`config.mk`:
```
export PLATFORM = sky130hd
export DESIGN_NAME = pipe_hazard_ctrl
export DESIGN_NICKNAME = d
export VERILOG_FILES = /design/src/rtl/pipe_hazard_ctrl.sv
export SDC_FILE = /design/constraint.sdc
export NUM_CORES = 1
export LEC_CHECK = 0
export ABC_AREA = 0
export CORE_MARGIN = 4
export CORE_UTILIZATION = 49
export DETAILED_ROUTE_END_ITERATION = 12
export PLACE_DENSITY = 0.8
export SLEW_MARGIN = 20
export SYNTH_ARGS = -nofsm -noshare
export SYNTH_HDL_FRONTEND = slang
export SYNTH_SLANG_ARGS = --single-unit
export TNS_END_PERCENT = 100
```
`constraint.sdc`:
```
create_clock -name CLK -period 2.8 [get_ports CLK]
set_input_delay 0.42 -clock CLK [delete_from_list [all_inputs] [get_ports CLK]]
set_output_delay 0.42 -clock CLK [all_outputs]
set_load 0.005 [all_outputs]
```
`src/rtl/pipe_hazard_ctrl.sv`:
```
// Sequencing controller for a 5-stage pipeline: PC/stage-register enables and flushes,
// load-use bubbles, branch squash, memory freeze with timeout, and perf counters.
module pipe_hazard_ctrl #(
  parameter int unsigned RESET_HOLD  = 4,
  parameter int unsigned MEM_TIMEOUT = 64,
  parameter int unsigned CNT_W       = 16
) (
  input  logic             CLK,
  input  logic             RST_N,
  input  logic [4:0]       id_rs,
  input  logic [4:0]       id_rt,
  input  logic             id_uses_rt,
  input  logic             ex_MemRead,
  input  logic [4:0]       ex_Wreg_addr,
  input  logic             mem_Branch,
  input  logic             mem_req,
  input  logic             mem_ready,
  output logic             pc_en,
  output logic             ifid_en,
  output logic             idex_en,
  output logic             exmem_en,
  output logic             memwb_en,
  output logic             ifid_flush,
  output logic             idex_flush,
  output logic             exmem_flush,
  output logic [CNT_W-1:0] stall_cnt,
  output logic [CNT_W-1:0] flush_cnt,
  output logic             mem_err,
  output logic [1:0]       state_dbg
);

  localparam int unsigned HOLD_W = $clog2(RESET_HOLD + 1);
  localparam int unsigned WAIT_W = $clog2(MEM_TIMEOUT + 1);
  localparam logic [HOLD_W-1:0] HOLD_LAST  = HOLD_W'(RESET_HOLD - 1);
  localparam logic [WAIT_W-1:0] WAIT_LIMIT = WAIT_W'(MEM_TIMEOUT);
  localparam logic [CNT_W-1:0]  CNT_MAX    = {CNT_W{1'b1}};

  typedef enum logic [1:0] {
    ST_INIT = 2'd0,
    ST_RUN  = 2'd1,
    ST_WAIT = 2'd2,
    ST_ERR  = 2'd3
  } state_t;

  state_t            r_state;
  logic [HOLD_W-1:0] r_hold;
  logic [WAIT_W-1:0] r_wait;
  logic [CNT_W-1:0]  r_stall_cnt;
  logic [CNT_W-1:0]  r_flush_cnt;
  logic              r_mem_err;

  state_t            w_state_nxt;
  logic [HOLD_W-1:0] w_hold_nxt;
  logic [WAIT_W-1:0] w_wait_nxt;
  logic [WAIT_W-1:0] w_wait_inc;
  logic              w_lu;
  logic              w_act;
  logic              w_stall_inc;
  logic              w_flush_inc;
  logic              w_err_set;
  logic              w_pc_en;
  logic              w_ifid_en;
  logic              w_idex_en;
  logic              w_exmem_en;
  logic              w_memwb_en;
  logic              w_ifid_flush;
  logic              w_idex_flush;
  logic              w_exmem_flush;

  // Load-use: EX load writes a register the ID instruction reads
  assign w_lu = ex_MemRead && (ex_Wreg_addr != 5'd0) &&
                ((ex_Wreg_addr == id_rs) || (id_uses_rt && (ex_Wreg_addr == id_rt)));

  assign w_wait_inc = r_wait + WAIT_W'(1);

  // Frozen/error paths leave everything at zero; w_act selects normal sequencing
  always_comb begin
    w_state_nxt   = r_state;
    w_hold_nxt    = r_hold;
    w_wait_nxt    = r_wait;
    w_act         = 1'b0;
    w_stall_inc   = 1'b0;
    w_flush_inc   = 1'b0;
    w_err_set     = 1'b0;
    w_pc_en       = 1'b0;
    w_ifid_en     = 1'b0;
    w_idex_en     = 1'b0;
    w_exmem_en    = 1'b0;
    w_memwb_en    = 1'b0;
    w_ifid_flush  = 1'b0;
    w_idex_flush  = 1'b0;
    w_exmem_flush = 1'b0;

    unique case (r_state)
      ST_INIT: begin
        w_ifid_en     = 1'b1;
        w_idex_en     = 1'b1;
        w_exmem_en    = 1'b1;
        w_memwb_en    = 1'b1;
        w_ifid_flush  = 1'b1;
        w_idex_flush  = 1'b1;
        w_exmem_flush = 1'b1;
        if (r_hold == HOLD_LAST) begin
          w_state_nxt = ST_RUN;
          w_hold_nxt  = '0;
        end else begin
          w_hold_nxt = r_hold + HOLD_W'(1);
        end
      end
      ST_RUN: begin
        if (mem_req && !mem_ready) begin
          w_state_nxt = ST_WAIT;
          w_wait_nxt  = WAIT_W'(1);
          w_stall_inc = 1'b1;
        end else begin
          w_act = 1'b1;
        end
      end
      ST_WAIT: begin
        if (!mem_ready) begin
          w_stall_inc = 1'b1;
          w_wait_nxt  = w_wait_inc;
          if (w_wait_inc == WAIT_LIMIT) begin
            w_state_nxt = ST_ERR;
            w_err_set   = 1'b1;
          end
        end else begin
          w_state_nxt = ST_RUN;
          w_wait_nxt  = '0;
          w_act       = 1'b1;
        end
      end
      ST_ERR: begin
        w_state_nxt = ST_ERR;
      end
    endcase

    // Branch squash outranks the load-use bubble
    if (w_act) begin
      if (mem_Branch) begin
        w_pc_en       = 1'b1;
        w_ifid_en     = 1'b1;
        w_idex_en     = 1'b1;
        w_exmem_en    = 1'b1;
        w_memwb_en    = 1'b1;
        w_ifid_flush  = 1'b1;
        w_idex_flush  = 1'b1;
        w_exmem_flush = 1'b1;
        w_flush_inc   = 1'b1;
      end else if (w_lu) begin
        w_idex_en    = 1'b1;
        w_idex_flush = 1'b1;
        w_exmem_en   = 1'b1;
        w_memwb_en   = 1'b1;
        w_stall_inc  = 1'b1;
      end else begin
        w_pc_en    = 1'b1;
        w_ifid_en  = 1'b1;
        w_idex_en  = 1'b1;
        w_exmem_en = 1'b1;
        w_memwb_en = 1'b1;
      end
    end
  end

  // State updates on the falling edge, alongside the stage registers
  always_ff @(negedge CLK or negedge RST_N) begin
    if (!RST_N) begin
      r_state     <= ST_INIT;
      r_hold      <= '0;
      r_wait      <= '0;
      r_stall_cnt <= '0;
      r_flush_cnt <= '0;
      r_mem_err   <= 1'b0;
    end else begin
      r_state <= w_state_nxt;
      r_hold  <= w_hold_nxt;
      r_wait  <= w_wait_nxt;
      if (w_stall_inc && (r_stall_cnt != CNT_MAX)) begin
        r_stall_cnt <= r_stall_cnt + CNT_W'(1);
      end
      if (w_flush_inc && (r_flush_cnt != CNT_MAX)) begin
        r_flush_cnt <= r_flush_cnt + CNT_W'(1);
      end
      if (w_err_set) begin
        r_mem_err <= 1'b1;
      end
    end
  end

  // Controls are forced low for as long as reset is held
  assign pc_en       = RST_N & w_pc_en;
  assign ifid_en     = RST_N & w_ifid_en;
  assign idex_en     = RST_N & w_idex_en;
  assign exmem_en    = RST_N & w_exmem_en;
  assign memwb_en    = RST_N & w_memwb_en;
  assign ifid_flush  = RST_N & w_ifid_flush;
  assign idex_flush  = RST_N & w_idex_flush;
  assign exmem_flush = RST_N & w_exmem_flush;
  assign stall_cnt   = r_stall_cnt;
  assign flush_cnt   = r_flush_cnt;
  assign mem_err     = r_mem_err;
  assign state_dbg   = r_state;

endmodule

```
# [Word level (Yosys, flattened, before mapping)]
# Index checks and enable logic that the tools add are counted.
[totals] regBits=45 wordCells=76 output_inout_bits=43 inputBits=22
[op_classes] addsub=4 bitwise=5 n_eq_ne=12 mux=36 reduce_logical=13
[op_table] op="adder 16 x 1 -> 16 bit, second input constant" count=2
[op_table] op="!= test 16 bit, second input constant" count=2
[op_table] op="two-way mux 1 bit" count=25
[op_table] op="two-way mux 7 bit" count=2
[op_table] op="one-hot mux 7 bit (2 select lines)" count=1
[op_table] op="equality test 5 bit" count=2
[op_table] op="two-way mux 2 bit" count=4
[op_table] op="one-hot mux 2 bit (4 select lines)" count=1
[op_table] op="adder 7 x 1 -> 7 bit, second input constant" count=1
[op_table] op="equality test 7 bit, second input constant" count=1
[op_table] op="logical AND 1 bit" count=6
[op_table] op="AND 1 bit" count=5
[op_table] op="nonzero test 5 bit" count=1
[op_table] op="equality test 2 bit, second input constant" count=2
[op_table] op="!= test 2 bit, second input constant" count=2
[op_table] op="one-hot mux 1 bit (2 select lines)" count=2
[op_table] op="adder 3 x 1 -> 3 bit, second input constant" count=1
[op_table] op="equality test 3 x 2 -> 1 bit, second input constant" count=1
[op_table] op="two-way mux 3 bit" count=1
[op_table] op="!= test 3 bit, second input constant" count=1
[op_table] op="AND reduction 3 bit" count=1
[op_table] op="equality test 2 x 1 -> 1 bit, second input constant" count=1
[op_table] op="logical NOT 2 bit" count=1
[op_table] op="AND reduction 2 bit" count=1
[op_table] op="other kinds (3)" count=3

# [Longest topological paths before layout]
[depth] ltp_word=8 ltp_mapped=9 ltp_nobuf=8

==> results.txt <==
- Number of buffers and inverters on the critical path: 3
- In the final layout, the multi-input gates occupy 1670 sq um.
- Maximum count of clock buffers along a single path: 2
- Summing the sequential cell areas from Yosys gives 45.1% of the chip area.
* Share of cells above drive strength 1: 46.7%
- Initial DRC Count: 289
* Cell count after synthesis: 241
- After detailed placement, the total cell area comes to 3670 sq um.
- Once layout is done, the placed cells without fillers occupy 4380 sq um.
- Share of synthesized flip-flops with an asynchronous set or reset: 100%
- Global-route wire length before repair: 14.1 mm
- FF+latch count, synth: 45
- The congestion estimate from routability-driven global placement came to 0.871.
* Final max-slew violation count: 0
- CTS built an H-tree with a depth of 2.
- The analysis attributes to cell leakage a power of 2.23 nW.
- Primary flip-flop cell chosen by synthesis mapping: dfrtn_1
- Worst Path Required: 2.38 ns
- Port Buf Inserts: 64
- Worst setup path class: reg -> out
- Wires add up to 11.3 mm.
- Minimum setup slack in the final design: -1.03 ns
* Unrepaired setup endpoints after global routing: yes
- Kind of path behind the tightest hold check: reg -> reg
- Count of unique library cells instantiated by Yosys: 43
* Final count of negative-setup-slack endpoints: 48
- Starting Density: 51.8%
* DRC Markers: 0
- TritonCTS sink count: 45
- During I/O placement, the number of pins put on the boundary was 65.
- Measured against its own limit, the worst slew margin works out to 27.5%.
- Antenna diode count: 0
- The floorplan step defined a core boundary enclosing 4820 sq um.
* Total negative slack for setup checks: -22.61 ns
* First-pass iteration count of the detailed router: 5
* Highest-delay cell along the critical path: dfrtn_1
* Number of enable-type register cells in the synthesized netlist: 0
- Highest cell delay on the worst timing path: 0.45 ns
- Number of filler instances in the final layout: 197
- The number of endpoints with negative hold slack in the final report came to 0.
- Maximum number of pins on one net before global-route repair: 22
- The floorplan step set the die width to 79.4 um.
- Cell-by-cell trace of the critical path: inv_2 > ha_4 > o21a_4 > o21a_4 > buf_6 > o31a_4 > o21a_1 > buf_2
- Max Cap Viol: 0
- Yosys warns: 0
* Antenna violations before repair: 0
- The die covers 6300 sq um.
- Met3 WL post-DR: 862 um
* Cell at the root of the clock tree: clkbuf_8
- After detailed routing, the wire length on met1 is 3.98 mm.
- Status: complete, but fails checks
- Vias: 2,908
* Worst-Skew Late Latency: 0.31 ns
- STA classifies the critical path startpoint as a flop.
- The cell that appears most often on the critical path is o21a_4.
- From synthesis to final layout, the design area changed by 75.5%.
* Row cnt: 25
- Vertical extent of the die: 79.4 um
- Clock-pin slew was measured on the worst setup and hold paths at 0.07 ns.
* Post-synthesis instance area: 2500 sq um
- The final reports fail on setup timing.
- Buffers inserted during clock tree synthesis total 5.
- Post-detail-place hpwl: 4.98 mm
- Crit path arrival time: 3.41 ns
- Synthesis produced a netlist with a net count of 271.
- Number of hold buffers added after CTS: 0
* Final global-route overflow total: 0
- Detailed routing placed a total of 5.82 mm of wire on met2.
- Largest delay contributor family on the critical path: compound AO/OA/AOI/OAI gates
- Post-DR wirelength/cell: 23.8 um
- Critical path capture point type: output pin
* Sequential cell area in the final layout: 1130 sq um
- Signal routing reaches up to met4.
- Clock skew after layout: 0.00877 ns
* Via density: 6.14
* Placement Setup Slack: -1.17 ns
* Routed Antenna Nets: 0
- Power spread over the standard cell area amounts to 706 nW/um^2.
- Post-layout net count: 436
- Total global-route track usage: 29.1%
- Crit path max fanout: 3
- Slew at the pin closest to its max-slew limit: 1.08 ns
- Via count of the first global-routing pass: 2,747
* Worst supply voltage drop on vdd: 0.000527 V
* Syn_area_per_cell: 10.4 sq um
- TritonCTS clock tree: yes
worst paths after layout:
check,startpoint,endpoint,slack [ns],cells past startpoint
max,state_dbg[0],ifid_en,-1.03,8
min,mem_err,mem_err,0.44,1
max reg2reg,flush_cnt[8],flush_cnt[13],0.07,8
min reg2reg,mem_err,mem_err,0.44,1
max in group asynchronous,RST_N,flush_cnt[0],1.01,2
min in group asynchronous,RST_N,r_wait[1],1.31,1
area by class of cell:
cell class | count | share of cell area (%)
clock inverter | 2 | 0.343
tap | 67 | 1.91
timing repair buffer | 163 | 31.5
multi-input combinational | 181 | 38.1
inverter | 10 | 0.857
sequential | 45 | 25.7
clock buffer | 6 | 1.66
power by group:
part           switching (mW)  internal, mW
Combinational           0.871         0.950
Clock                   0.246         0.177
Sequential             0.0870         0.764
Total                    1.20          1.89
Yosys cell counts (3+ instances only):
cell type  instances  area share (%)
nand3_1           18             3.6
a21boi_0           3            0.90
mux2_2             4             1.8
nor4_1             4             1.0
inv_1             10             1.5
nand4_1            8             2.0
xnor2_1           14             4.9
and2_1             3            0.75
a21oi_1            3            0.60
nor2_1            15             2.3
xor2_1            26             9.1
buf_4              3            0.90
nor3_2             5             2.0
nor3_1             5             1.0
dfrtn_1           45              45
and3_1             4             1.0
o21ai_0           13             2.6
nand2_1           17             2.6
o31ai_1            4             1.2
ha_1               8             4.0
worst register-to-register path: cells and delay by family (launching register included):
| family | cells | cell delay, ns |
|---|---|---|
| buf+inv | 2 | 0.32 |
| xor+xnor | 1 | 0.17 |
| flops | 1 | 0.43 |
| compound gates | 1 | 0.18 |
| simple gates | 4 | 1.48 |
through the flow:
stage	util, %	hold WS, ns	instances	total power, mW
global placement	76.2	0.428	422	2.03
floorplan	-	0.423	241	1.42
detailed placement	76.2	0.433	422	2.07
global route	91.0	0.465	474	3.21
finish	91.0	0.440	474	3.09
CTS	86.2	0.430	454	2.69
cell usage in the layout (no fill, tap or decap), types with 4 or more instances in the layout:
cell              n
buf_4            76
xor2_1           23
dfrtn_1          45
ha_1              5
clkbuf_2         10
clkdlybuf4s15_1  20
nand3_1          14
clkdlybuf4s50_1   5
nand4_1           8
buf_6            23
nor2_4            5
and3_1            4
o21ai_0           9
dlygate4sd2_1    13
nor3_4            8
nor2_1           10
clkbuf_8          5
o31ai_1           4
buf_2            11
nand2_1          15
xnor2_1          11
inv_1             8
cells by family after synthesis:
kind of cell | count (synthesis) | synth area share [%]
simple gates | 92 | 21.8
flops | 45 | 45.1
xor+xnor | 40 | 14.0
compound gates | 36 | 9.87
buf+inv | 15 | 3.01
fa+ha+maj | 8 | 4.01
mux | 5 | 2.20
per-layer routing:
layer	up-vias	track usage, %
met4	0	9.62
met5	-	0
met2	227	51.9
met3	66	6.77
met1	1437	34.3
li1	1178	-
flip-flops by register name, indices dropped and copies added (netlist names):
register / count
flush_cnt: 16
mem_err: 1
r_wait: 7
r_hold: 3
state_dbg: 2
stall_cnt: 16
timing repair:
action,4_1_cts,5_1_grt
gates resized for setup,161,61
pin swaps,39,36
setup endpoints to repair,84,78
buffers inserted,25,24
(Power assumes the default switching activity.)
